===== src/rtl/serial_adder.sv =====
// serial_adder: bit-serial adder computing a + b + cin one bit per clock,
// LSB first, under a three-state IDLE/RUN/DONE controller.
//
// Ports:
//   clk   - single clock, all state updates on the rising edge
//   rst   - asynchronous active-high reset (clears every register)
//   start - request to begin an addition, accepted only in IDLE
//   a, b  - WIDTH-bit operands, captured on the accepting edge
//   cin   - carry-in, captured on the accepting edge
//   busy  - high while bits are being processed (RUN)
//   done  - one-cycle pulse when sum/cout/ovf have just been updated
//   sum   - registered result, modulo 2^WIDTH
//   cout  - registered carry out of bit WIDTH-1
//   ovf   - registered two's-complement overflow flag
module serial_adder #(
  parameter int WIDTH = 8
) (
  input  logic             clk,
  input  logic             rst,
  input  logic             start,
  input  logic [WIDTH-1:0] a,
  input  logic [WIDTH-1:0] b,
  input  logic             cin,
  output logic             busy,
  output logic             done,
  output logic [WIDTH-1:0] sum,
  output logic             cout,
  output logic             ovf
);

  localparam int CNT_W = (WIDTH > 1) ? $clog2(WIDTH) : 1;

  typedef enum logic [1:0] {
    IDLE = 2'd0,
    RUN  = 2'd1,
    DONE = 2'd2
  } state_t;

  state_t           state;
  logic [WIDTH-1:0] a_sh;
  logic [WIDTH-1:0] b_sh;
  logic [WIDTH-1:0] res;
  logic             carry;
  logic [CNT_W-1:0] cnt;

  logic             sum_bit;
  logic             carry_nxt;
  logic [WIDTH-1:0] res_nxt;
  logic             last_bit;

  // One-bit full adder: returns {carry_out, sum_bit}.
  function automatic logic [1:0] full_add(input logic x, input logic y, input logic c);
    return {(x & y) | ((x ^ y) & c), x ^ y ^ c};
  endfunction

  always_comb begin
    {carry_nxt, sum_bit} = full_add(a_sh[0], b_sh[0], carry);
    // Result bits enter at the MSB end so that after WIDTH shifts the
    // LSB-first stream lands in natural bit order.
    res_nxt  = {sum_bit, res[WIDTH-1:1]};
    last_bit = (cnt == CNT_W'(WIDTH - 1));
  end

  always_ff @(posedge clk or posedge rst) begin
    if (rst) begin
      state <= IDLE;
      a_sh  <= '0;
      b_sh  <= '0;
      res   <= '0;
      carry <= 1'b0;
      cnt   <= '0;
      busy  <= 1'b0;
      done  <= 1'b0;
      sum   <= '0;
      cout  <= 1'b0;
      ovf   <= 1'b0;
    end else begin
      case (state)
        IDLE: begin
          if (start) begin
            a_sh  <= a;
            b_sh  <= b;
            carry <= cin;
            cnt   <= '0;
            busy  <= 1'b1;
            state <= RUN;
          end
        end
        RUN: begin
          a_sh  <= a_sh >> 1;
          b_sh  <= b_sh >> 1;
          res   <= res_nxt;
          carry <= carry_nxt;
          cnt   <= cnt + CNT_W'(1);
          if (last_bit) begin
            // On the MSB, 'carry' is the carry into bit WIDTH-1 and
            // carry_nxt the carry out of it; their XOR is signed overflow.
            sum   <= res_nxt;
            cout  <= carry_nxt;
            ovf   <= carry ^ carry_nxt;
            busy  <= 1'b0;
            done  <= 1'b1;
            state <= DONE;
          end
        end
        DONE: begin
          done  <= 1'b0;
          state <= IDLE;
        end
        default: begin
          busy  <= 1'b0;
          done  <= 1'b0;
          state <= IDLE;
        end
      endcase
    end
  end

endmodule


===== config.mk =====
export PLATFORM = sky130hd
export DESIGN_NAME = serial_adder
export DESIGN_NICKNAME = d
export VERILOG_FILES = /design/src/rtl/serial_adder.sv
export SDC_FILE = /design/constraint.sdc
export NUM_CORES = 1
export LEC_CHECK = 0
export BUFFER_PORTS_ARGS = -buffer_cell sky130_fd_sc_hd__buf_2
export CAP_MARGIN = 20
export CORE_MARGIN = 4
export CORE_UTILIZATION = 55
export DETAILED_ROUTE_END_ITERATION = 10
export PLACE_DENSITY_LB_ADDON = 0.15
export SETUP_SLACK_MARGIN = 0.15
export SYNTH_ARGS = -nofsm -noshare
export SYNTH_HDL_FRONTEND = slang
export SYNTH_SLANG_ARGS = --single-unit

===== constraint.sdc =====
create_clock -name clk -period 1.7 [get_ports clk]
set_input_delay 0.255 -clock clk [delete_from_list [all_inputs] [get_ports clk]]
set_output_delay 0.255 -clock clk [all_outputs]
set_load 0.02 [all_outputs]

; Word level (Yosys, flattened, before mapping)
; Index checks and enable logic that the tools add are counted.
[word_totals]
reg_bits = 42
elab_cells = 48
[classes]
add_sub_neg = 1
eq_ne = 5
n_mux = 16
bitwise_logic = 8
reduce_logical = 7
[ops]
columns = op, n
row1 = 8-bit one-hot mux with 2 select lines, 2
row2 = 8-bit two-way mux, 2
row3 = 2-bit AND reduction, 4
row4 = 3-bit one-hot mux with 2 select lines, 1
row5 = 1-bit two-way mux, 4
row6 = 2-bit two-way mux, 2
row7 = "2-bit inequality test, second input constant", 2
row8 = 1-bit one-hot mux with 2 select lines, 2
row9 = 2-bit one-hot mux with 2 select lines, 1
row10 = "3-bit by 1-bit adder with 3-bit output, second input constant", 1
row11 = "3-bit equality test, second input constant", 1
row12 = 3-bit two-way mux, 1
row13 = 1-bit one-hot mux with 3 select lines, 1
row14 = 3-bit AND reduction, 1
row15 = 1-bit XOR, 3
row16 = 1-bit AND, 2
row17 = "2-bit by 1-bit equality test with 1-bit output, second input constant", 1
row18 = "2-bit equality test, second input constant", 1
row19 = 2-bit zero test, 1
row20 = 1-bit inverter, 2
row21 = 2-bit nonzero test, 1
row22 = 1-bit OR, 1

; Logic depth before layout (Yosys ltp)
[depth]
depth_word = 4
depth_mapped = 6
ltp_nobuf = 5

; Worst setup path before layout
; No wires, ideal clock.
[synth_path]
path_type = reg2reg
startpoint = register cnt[0]
endpoint = register cout
setup_ns = 0.125
t_arrival_ns = 1.335
required_ns = 1.575
setup_slack_ns = 0.240
path_stages_with_launch = 6
path_buffers = 1
cell_sequence = dfrtp_1 > ha_1 > ha_1 > nand3b_2 > buf_6 > mux2_4
[synth_via]
elab_chain_len = 2
[synth_rtl]
columns = element, line_no
row1 = start: declaration, 44  ; logic [CNT_W-1:0] cnt;
row2 = start signal: assignment, 94  ; cnt <= cnt + CNT_W'(1);
row3 = 3-bit equality test, 61  ; last_bit = (cnt == CNT_W'(WIDTH - 1));
row4 = 2-bit AND reduction (no source line), n/a
row5 = end signal: assignment, 99  ; cout <= carry_nxt;
row6 = end: declaration, 27  ; output logic cout,
; No other way between the ends.
; A chain may end at the register's enable or synchronous reset.

; Final worst setup path
[layout_path]
startpoint = register cnt[0]
endpoint = register ovf
[layout_via]
elab_chain_len = 2
[layout_rtl]
columns = element, line_no
row1 = 3-bit equality test, 61
row2 = 2-bit AND reduction (no source line), n/a
row3 = end signal: assignment, 100  ; ovf <= carry ^ carry_nxt;
row4 = end: declaration, 28  ; output logic ovf
; No other way between the ends.

==> out/metrics.yaml <==
route:
  ant_nets: 0
  drt_iter0_markers: 49
  avgRoutedWirePerCell_um: 15.10
  vias_per_cell: 5.466
  drtPass1Iterations: 4
  vias: 1279
  remaining_drc_errors: 0
  finalWirelength_um: 3533
logic_synthesis:
  synth_edf_count: 0
  yosys_most_used_dff: "dfrtp_1"
  syn_nets: 175
  syn_area_per_cell_um2: 12.14
  netlist_instances: 152
  yosysWarnings: 0
  async_flop_share: 1.000
  synth.distinct_cells: 25
  syn_area_um2: 1846
  yosysSeqAreaShare: 0.5559
  synth-seq-cells: 41
global_routing:
  grt_max_degree: 42
  grt_usage: 0.1828
  gr-total-overflow: 0
  grt_pass1_wl_um: 5858
  grt_pass1_vias: 1261
  antenna_found_initial: 0
timing:
  worstMarginPinSlew_ns: 0.5094
  fin_crit_sh: 0.8728
  setup_viol: 0
  hold_ws_ns: 0.001538
  relSlewSlack: 0.6604
  maxClockFrequency_mhz: 674.0
  drv_slew: 0
  rsz0062_at_grt: "false"
  min_period_ns: 1.484
  fin_skew_ns: 0.009468
  finalHoldViolations: 0
  setup_tns_ns: 0
clocking:
  cts_tree: "yes"
  cts_sinks: 41
  h-tree-depth: 2
  numCtsBuffers: 5
  root_buffer: "clkbuf_4"
  clk_pin_slew_worst_paths_ns: 0.12
  clock_path_buffers: 2
  clock_latency_ns: 0.35
finish:
  n_antenna_cell: 0
  drive_gt1_frac: 0.3684
  final_common_cell: "dfrtp_1"
  final_cell_mix: "dfrtp_1 (40), buf_2 (31), nor2_1 (17)"
  layout.cells.non_filler: 234
  fin_nets: 212
  syn_to_final_growth_pct: 15.32
placement:
  io_buffers: 31
  place_inst: 224
  hpwl_um: 2372
  gp_congestion: 0.7798
die:
  initial_core_util: 0.5900
  fp.dieH_um: 65.93
  coreArea_um2: 3128
  ios: 32
  num_rows: 20
  dieWidth_um: 65.93
  dieArea_um2: 4346
worst_setup_path:
  worst-path-max-fanout: 5
  cp_slowest_stage_delay_ns: 0.40
  path_buf_inv: 1
  startpoint_type: "register"
  path_class: "register to register"
  path_cells: "ha_1, ha_2, nand3b_2, buf_4, o21ai_0"
  reg2regPathDepth: 5
  worst_ep_arrival_time_ns: 1.74
  cp_top_family: "adder cells"
  cp_slowest_cell: "dfrtp_1"
  worst-path-stages: 5
  cp-end-kind: "register"
  required_ns: 1.96
outcome:
  outcome: "completed"
power:
  irDropWorstVdd_mv: 0.7616
  power_frac_comb: 0.439
  power.internal_mw: 2.495
  switching_share: 0.3693
  pwr-share-clk: 0.117
  netSwitchingPower_mw: 1.461
  powerDensity_nw_per_um2: 1859
  seq_power_share: 0.444
  p_leak_nw: 1.035
run:
  cap_violations: 0
hold_path:
  hp-class: "input port to asynchronous set/reset pin"
[flip-flops by register name, indices dropped and copies added, names as in the netlist, 2 cells and up]
name	cells
cnt	3
res	7
b_sh	8
a_sh	8
state	2
sum	8
[logic make-up after synthesis]
logic type / synth area share
xor gates and xnor gates: 0.004747
muxes: 0.1119
AOI/OAI and AO/OA: 0.1647
adders and majority gates: 0.02441
buffers and inverters: 0.06440
and+or+nand+nor: 0.07390
DFF: 0.5559
[stage by stage]
step | setup slack [ns] | util | total power [mW] | area (µm²)
after floorplan | 0.2404 | - | 3.023 | 1846
after detailed placement | 0.04884 | 0.6540 | 3.473 | 2046
after global placement | 0.1152 | 0.6540 | 3.371 | 2046
after global routing | 0.1406 | 0.6804 | 4.261 | 2128
after CTS | 0.1602 | 0.6732 | 3.958 | 2106
final | 0.2163 | 0.6804 | 3.956 | 2128
[path summary, 6_finish.rpt]
check / slack (ns) / endpoint / start
max: 0.22 / ovf / cnt[0]
min: 0.002 / b_sh[4] / rst
max reg2reg: 0.22 / ovf / cnt[0]
min reg2reg: 0.51 / a_sh[2] / a_sh[2]
max in group asynchronous: 1.32 / state[0] / rst
min in group clk: 0.13 / b_sh[7] / b[7]
[synthesized netlist by cell type (4+ instances only)]
master,number,share of area
a32oi_1,12,0.057
nand2b_1,4,0.014
a22o_1,4,0.019
dfrtp_1,41,0.56
o21a_1,12,0.049
buf_2,5,0.014
nor2_1,17,0.035
mux2_4,7,0.057
mux2_2,9,0.055
inv_1,15,0.031
[worst min-delay path: cells and delay by family]
family / cells / cell delay (ns)
buffers and inverters: 3 / 0.55
[power groups by stage]
stage | clock network [mW] | registers (mW) | logic, mW
after floorplan | 0 | 1.85 | 1.18
after global placement | 0 | 1.73 | 1.64
after detailed placement | 0 | 1.76 | 1.71
after CTS | 0.476 | 1.75 | 1.73
after global routing | 0.517 | 1.82 | 1.92
final | 0.463 | 1.76 | 1.74
[repair_timing]
item,CTS,global route
endpoints found under the setup margin,9,9
resized for setup,1,2
buffers inserted,0,1
gates cloned,0,1
hold buffers,0,0
[final cells by class]
type                    count  area (µm²)
clock buffers               6       41.29
clock inverters             2       10.01
fillers                   262       999.7
inverters                  15       56.30
multi-input cells          87       723.2
flip-flops and latches     41        1027
well taps                  44       55.05
repair buffers             39       215.2
[per-layer routing]
metal | global-route usage | wire length (µm) | vias up
li1 | - | - | 611
met1 | 0.2254 | 1512 | 629
met2 | 0.2979 | 1771 | 33
met3 | 0.06293 | 195 | 6
met4 | 0.06218 | 54 | 0
met5 | 0 | 0 | -
(Power assumes the default switching activity.)
